File: src/rtl/aes_key_expand_seq.sv
// Iterative AES-128 key schedule: one round key per clock through four shared
// S-boxes. The complete schedule is held on expandedKey, byte-reversed per
// round key, and flagged by key_valid until the next accepted start.
module aes_key_expand_seq #(
  parameter int NR_AES = 10
) (
  input  logic                        clk,
  input  logic                        rst,
  input  logic                        start,
  input  logic [127:0]                key,
  output logic                        busy,
  output logic                        done,
  output logic                        key_valid,
  output logic [128*(NR_AES+1)-1:0]   expandedKey
);

  localparam int              CNT_W = $clog2(NR_AES + 2);
  localparam logic [CNT_W-1:0] LAST  = CNT_W'(NR_AES);

  localparam logic [7:0] SBOX [256] = '{
    8'h63,8'h7c,8'h77,8'h7b,8'hf2,8'h6b,8'h6f,8'hc5,8'h30,8'h01,8'h67,8'h2b,8'hfe,8'hd7,8'hab,8'h76,
    8'hca,8'h82,8'hc9,8'h7d,8'hfa,8'h59,8'h47,8'hf0,8'had,8'hd4,8'ha2,8'haf,8'h9c,8'ha4,8'h72,8'hc0,
    8'hb7,8'hfd,8'h93,8'h26,8'h36,8'h3f,8'hf7,8'hcc,8'h34,8'ha5,8'he5,8'hf1,8'h71,8'hd8,8'h31,8'h15,
    8'h04,8'hc7,8'h23,8'hc3,8'h18,8'h96,8'h05,8'h9a,8'h07,8'h12,8'h80,8'he2,8'heb,8'h27,8'hb2,8'h75,
    8'h09,8'h83,8'h2c,8'h1a,8'h1b,8'h6e,8'h5a,8'ha0,8'h52,8'h3b,8'hd6,8'hb3,8'h29,8'he3,8'h2f,8'h84,
    8'h53,8'hd1,8'h00,8'hed,8'h20,8'hfc,8'hb1,8'h5b,8'h6a,8'hcb,8'hbe,8'h39,8'h4a,8'h4c,8'h58,8'hcf,
    8'hd0,8'hef,8'haa,8'hfb,8'h43,8'h4d,8'h33,8'h85,8'h45,8'hf9,8'h02,8'h7f,8'h50,8'h3c,8'h9f,8'ha8,
    8'h51,8'ha3,8'h40,8'h8f,8'h92,8'h9d,8'h38,8'hf5,8'hbc,8'hb6,8'hda,8'h21,8'h10,8'hff,8'hf3,8'hd2,
    8'hcd,8'h0c,8'h13,8'hec,8'h5f,8'h97,8'h44,8'h17,8'hc4,8'ha7,8'h7e,8'h3d,8'h64,8'h5d,8'h19,8'h73,
    8'h60,8'h81,8'h4f,8'hdc,8'h22,8'h2a,8'h90,8'h88,8'h46,8'hee,8'hb8,8'h14,8'hde,8'h5e,8'h0b,8'hdb,
    8'he0,8'h32,8'h3a,8'h0a,8'h49,8'h06,8'h24,8'h5c,8'hc2,8'hd3,8'hac,8'h62,8'h91,8'h95,8'he4,8'h79,
    8'he7,8'hc8,8'h37,8'h6d,8'h8d,8'hd5,8'h4e,8'ha9,8'h6c,8'h56,8'hf4,8'hea,8'h65,8'h7a,8'hae,8'h08,
    8'hba,8'h78,8'h25,8'h2e,8'h1c,8'ha6,8'hb4,8'hc6,8'he8,8'hdd,8'h74,8'h1f,8'h4b,8'hbd,8'h8b,8'h8a,
    8'h70,8'h3e,8'hb5,8'h66,8'h48,8'h03,8'hf6,8'h0e,8'h61,8'h35,8'h57,8'hb9,8'h86,8'hc1,8'h1d,8'h9e,
    8'he1,8'hf8,8'h98,8'h11,8'h69,8'hd9,8'h8e,8'h94,8'h9b,8'h1e,8'h87,8'he9,8'hce,8'h55,8'h28,8'hdf,
    8'h8c,8'ha1,8'h89,8'h0d,8'hbf,8'he6,8'h42,8'h68,8'h41,8'h99,8'h2d,8'h0f,8'hb0,8'h54,8'hbb,8'h16
  };

  typedef enum logic {S_IDLE, S_EXPAND} state_t;

  state_t                       r_state;
  state_t                       w_state_nxt;
  logic                         w_accept;
  logic                         w_last;
  logic [CNT_W-1:0]             r_cnt;
  logic [7:0]                   r_rcon;
  logic [127:0]                 r_rk;
  logic [128*(NR_AES+1)-1:0]    r_xkey;
  logic                         r_busy;
  logic                         r_done;
  logic                         r_kv;
  logic [31:0]                  w_rot;
  logic [31:0]                  w_t;
  logic [31:0]                  w_w0, w_w1, w_w2, w_w3;
  logic [127:0]                 w_rk_nxt;

  // Byte order swap between FIPS order and the bus layout (byte j at [8j+7:8j]).
  function automatic logic [127:0] byte_rev(input logic [127:0] x);
    logic [127:0] y;
    for (int j = 0; j < 16; j++) y[8*j +: 8] = x[127-8*j -: 8];
    return y;
  endfunction

  // Multiply-by-x in GF(2^8); advances Rcon.
  function automatic logic [7:0] xtime(input logic [7:0] x);
    return {x[6:0], 1'b0} ^ (x[7] ? 8'h1b : 8'h00);
  endfunction

  // State register.
  always_ff @(posedge clk or negedge rst) begin
    if (!rst) r_state <= S_IDLE;
    else      r_state <= w_state_nxt;
  end

  // Next-state: accept start only in IDLE, return after the last round write.
  always_comb begin
    w_state_nxt = r_state;
    w_accept    = 1'b0;
    w_last      = 1'b0;
    case (r_state)
      S_IDLE: begin
        if (start) begin
          w_accept    = 1'b1;
          w_state_nxt = S_EXPAND;
        end
      end
      S_EXPAND: begin
        if (r_cnt == LAST) begin
          w_last      = 1'b1;
          w_state_nxt = S_IDLE;
        end
      end
      default: w_state_nxt = S_IDLE;
    endcase
  end

  // One key-schedule round; r_rk holds the previous round key in FIPS order (w0 at [127:96]).
  always_comb begin
    w_rot    = {r_rk[23:0], r_rk[31:24]};
    w_t      = {SBOX[w_rot[31:24]], SBOX[w_rot[23:16]], SBOX[w_rot[15:8]], SBOX[w_rot[7:0]]}
               ^ {r_rcon, 24'h0};
    w_w0     = r_rk[127:96] ^ w_t;
    w_w1     = r_rk[95:64]  ^ w_w0;
    w_w2     = r_rk[63:32]  ^ w_w1;
    w_w3     = r_rk[31:0]   ^ w_w2;
    w_rk_nxt = {w_w0, w_w1, w_w2, w_w3};
  end

  // Schedule storage, round counter, Rcon and handshake flags.
  always_ff @(posedge clk or negedge rst) begin
    if (!rst) begin
      r_cnt  <= '0;
      r_rcon <= 8'h01;
      r_rk   <= '0;
      r_xkey <= '0;
      r_busy <= 1'b0;
      r_done <= 1'b0;
      r_kv   <= 1'b0;
    end else begin
      r_done <= 1'b0;
      if (w_accept) begin
        r_rk           <= key;
        r_xkey[127:0]  <= byte_rev(key);
        r_cnt          <= CNT_W'(1);
        r_rcon         <= 8'h01;
        r_busy         <= 1'b1;
        r_kv           <= 1'b0;
      end else if (r_state == S_EXPAND) begin
        r_rk                    <= w_rk_nxt;
        r_xkey[128*r_cnt +: 128] <= byte_rev(w_rk_nxt);
        r_cnt                   <= r_cnt + CNT_W'(1);
        r_rcon                  <= xtime(r_rcon);
        if (w_last) begin
          r_busy <= 1'b0;
          r_done <= 1'b1;
          r_kv   <= 1'b1;
        end
      end
    end
  end

  assign busy        = r_busy;
  assign done        = r_done;
  assign key_valid   = r_kv;
  assign expandedKey = r_xkey;

endmodule

File: config.mk
export PLATFORM = sky130hd
export DESIGN_NAME = aes_key_expand_seq
export DESIGN_NICKNAME = d
export VERILOG_FILES = /design/src/rtl/aes_key_expand_seq.sv
export SDC_FILE = /design/constraint.sdc
export NUM_CORES = 2
export LEC_CHECK = 0
export ABC_AREA = 1
export BUFFER_PORTS_ARGS = -buffer_cell sky130_fd_sc_hd__buf_2
export CAP_MARGIN = 20
export CORE_AREA = 8 8 589 591
export CTS_CLUSTER_SIZE = 25
export DETAILED_ROUTE_END_ITERATION = 10
export DIE_AREA = 0 0 597 599
export HOLD_SLACK_MARGIN = 0.05
export PLACE_DENSITY_LB_ADDON = 0.08
export SYNTH_ARGS = -nofsm -noshare
export SYNTH_HDL_FRONTEND = slang
export SYNTH_SLANG_ARGS = --single-unit
File: constraint.sdc
create_clock -name clk -period 3.65 [get_ports clk]
set_clock_uncertainty 0.1 [all_clocks]
set_input_delay 0.73 -clock clk [delete_from_list [all_inputs] [get_ports clk]]
set_output_delay 0.73 -clock clk [all_outputs]
set_load 0.1 [all_outputs]
==> out/qor.yml <==
placement:
  dpl.hpwl_um: 451000
  routabilityCongestion: 0.945
  placed_area_um2: 98500
  placed_cells: 16100
  port_buffers: 1541
  dp_slack_ns: -0.641
clock_network:
  cts_tree: "built"
  clkTransAtPathRegs_ns: 0.06
  cts_made_buffers: 193
  cts.path.max_buffers: 4
  cts_root_buf: "clkbuf_16"
  cts_sinks: 1552
  h-tree-depth: 4
  clk_latency_ns: 0.91
layout:
  syn2layout_area_growth_pct: 46.4
  layout-drive-gt1-share_pct: 33.0
  fillers: 36400
  fin_nets: 12000
  finalNonFillerCells: 16600
  fin_area_um2: 109000
sta:
  report.final.slew_viol_count: 0
  finalSetupViolations: 0
  fmax_mhz: 279
  worst_slack_ns: 0.0624
  setup_tns_ns: 0
  fin_crit_ns: 3.59
  worst_pin_slew_ns: 1.35
  rsz0062_at_grt: "true"
  post-route-period-util_pct: 98.3
  finalHoldViolCount: 0
  slew_headroom_pct: 9.79
floorplan:
  num_rows: 214
  initial_core_util_pct: 22.0
  fp.dieW_um: 597
  fp.dieArea_um2: 358000
  core_area_um2: 338000
  num_io_pins: 1542
  die_h_um: 599
global_routing:
  grt_usage_pct: 30.7
  grt_overflow_total: 0
  grt_max_degree: 120
  grt_pass1_wl_um: 762000
  first_global_vias: 81000
  antenna_found_initial: 32
synth:
  syn_inst: 9383
  synth.distinct_cells: 41
  synth-seq-cells: 1552
  synth_nets: 9575
  synth-seq-area-share_pct: 52.2
  yosys_warnings: 0
  synth_area_um2: 74400
  syn_avg_cell_area_um2: 7.93
setup_path:
  start_kind: "register"
  critPathArrivalTime_ns: 4.32
  critPathMaxFanout: 8
  crit_type: "register to register"
  cp.required_ns: 4.39
  endpoint_kind: "register"
route:
  first_pass_iters: 6
  wirelength_um: 576000
  vias: 81600
  vias_per_cell: 4.93
  route.detailed.drc: 0
  ant_nets: 0
  drtIter0Drc: 6961
  wl_per_cell_um: 34.8
status:
  status: "finished clean"
job:
  drv_cap: 0
min_path:
  hp-class: "primary input to register"
[path summary, 6_finish.rpt]
kind | start | to | slack [ns] | cells past startpoint
worst max register to register | r_rk[9]$_DFFE_PN0P_ | expandedKey[1386]$_DFFE_PN0P_ | 0.06 | 22
min in group asynchronous | rst | r_rk[43]$_DFFE_PN0P_ | 0.26 | 2
worst min register to register | expandedKey[742]$_DFFE_PN0P_ | expandedKey[742]$_DFFE_PN0P_ | 0.37 | 2
worst min-delay path | key[47] | r_rk[47]$_DFFE_PN0P_ | 0.10 | 3
max in group asynchronous | rst | expandedKey[36]$_DFFE_PN0P_ | 1.80 | 3
worst max-delay path | r_rk[9]$_DFFE_PN0P_ | expandedKey[1386]$_DFFE_PN0P_ | 0.06 | 22
[repair_timing]
action                                 in CTS  in global routing
setup endpoints to repair                 807                916
pin swaps                                  18                100
endpoints found under the hold margin      75                  0
hold buffers                               29                  0
resized for setup                         209                524
cloned                                      0                  2
setup buffers                              10                 39
[area by class of cell]
class | count | area [µm²] | share of cell area (%)
antenna | 18 | 45.0 | 0.0414
clock inverter | 78 | 975 | 0.895
inverter | 257 | 1090 | 1.00
timing repair buffer | 2948 | 22200 | 20.4
clock buffer | 274 | 5660 | 5.19
tap | 4536 | 5680 | 5.21
multi-input combinational | 6889 | 34400 | 31.5
sequential | 1552 | 38900 | 35.7
[sequential cells by signal (all words and copies together) (netlist names)]
| signal | count |
|---|---|
| expandedKey | 1408 |
| r_rk | 128 |
| r_rcon | 8 |
| r_cnt | 4 |
| busy | 1 |
| done | 1 |
| key_valid | 1 |
| r_state | 1 |
[layer usage]
| metal | vias to the layer above | GRT usage [%] | routed length, µm |
|---|---|---|---|
| met5 | - | 0 | 95 |
| met4 | 16 | 14.0 | 32700 |
| met3 | 713 | 6.18 | 36200 |
| met2 | 3067 | 51.9 | 274000 |
| met1 | 41600 | 37.8 | 233000 |
| li1 | 36200 | - | - |
[cell usage after synthesis, drive strengths merged]
cell type / instances / area (µm²)
a21oi: 853 / 4300
a22o: 31 / 272
a22oi: 5 / 37.5
a31oi: 141 / 882
a32o: 4 / 40.0
buf: 278 / 1480
clkbuf: 407 / 1530
clkinv: 3 / 11.3
dfrtp: 1551 / 38800
dfstp: 1 / 26.3
ha: 61 / 763
inv: 254 / 958
nand2: 2574 / 9940
nand3: 1511 / 7690
nand3b: 11 / 82.6
nand4: 70 / 438
nor2: 1213 / 4650
nor3: 15 / 80.1
nor4: 2 / 12.5
o211ai: 62 / 465
o21ai: 267 / 1340
o221ai: 47 / 412
o22ai: 6 / 37.5
o31ai: 2 / 15.0
or2: 4 / 25.0
xnor2: 2 / 17.5
xor2: 8 / 70.1
[logic make-up after synthesis]
group	share of synthesized area, %
compound gates	10.5
buf+inv	5.35
xor+xnor	0.118
flops	52.2
fa+ha+maj	1.03
simple gates	30.8
[cell usage in the layout, fill, tap and decap left out, types with 11 or more instances in the layout]
cell and count:
o211ai_1 62, nor2_2 55, nand3_4 32, a21oi_1 796, o21ai_0 232, diode_2 18
clkbuf_1 30, ha_1 36, dfrtp_1 1540, inv_2 26, bufinv_16 15, nand3b_1 11
clkbuf_8 50, o21ai_1 30, nand2_2 190, nor2_1 1126, a22o_1 31, buf_4 1031
buf_12 292, nand2_4 63, nand4_1 70, clkinvlp_4 12, clkbuf_16 196, buf_2 1540
dlygate4sd3_1 29, nor2_4 32, o221ai_1 47, a21oi_2 49, nand3_1 1293, nand3_2 186
inv_1 206, a31oi_1 141, clkinv_2 37, ha_4 17, buf_6 52, nand2_1 2315
[metrics by stage]
step	util, %	hold WS [ns]
3_5_place_dp	29.1	0.359
3_3_place_gp	29.1	0.360
6_report	32.2	0.102
4_1_cts	31.5	0.0509
5_1_grt	32.2	0.0898
2_1_floorplan	-	0.334
[critical path: stages (launching register included)]
cell      delay (ns)
dfrtp_1         0.41
buf_4           0.19
ha_2            0.23
nand2_1         0.10
buf_12          0.17
buf_4           0.16
nand3_1         0.09
nand3_1         0.11
nand3_2         0.14
nand3_2         0.09
nand3_1         0.15
nand3_1         0.13
nand3b_1        0.19
nand2_1         0.11
nand2_2         0.09
nand2_1         0.07
nand2_1         0.06
nand2_1         0.09
buf_12          0.15
nor2_4          0.24
nand2_2         0.11
buf_12          0.18
a21oi_1         0.14
Power is not shown: default switching activity piles up to over one toggle a cycle in this logic, so the estimate is an artifact.
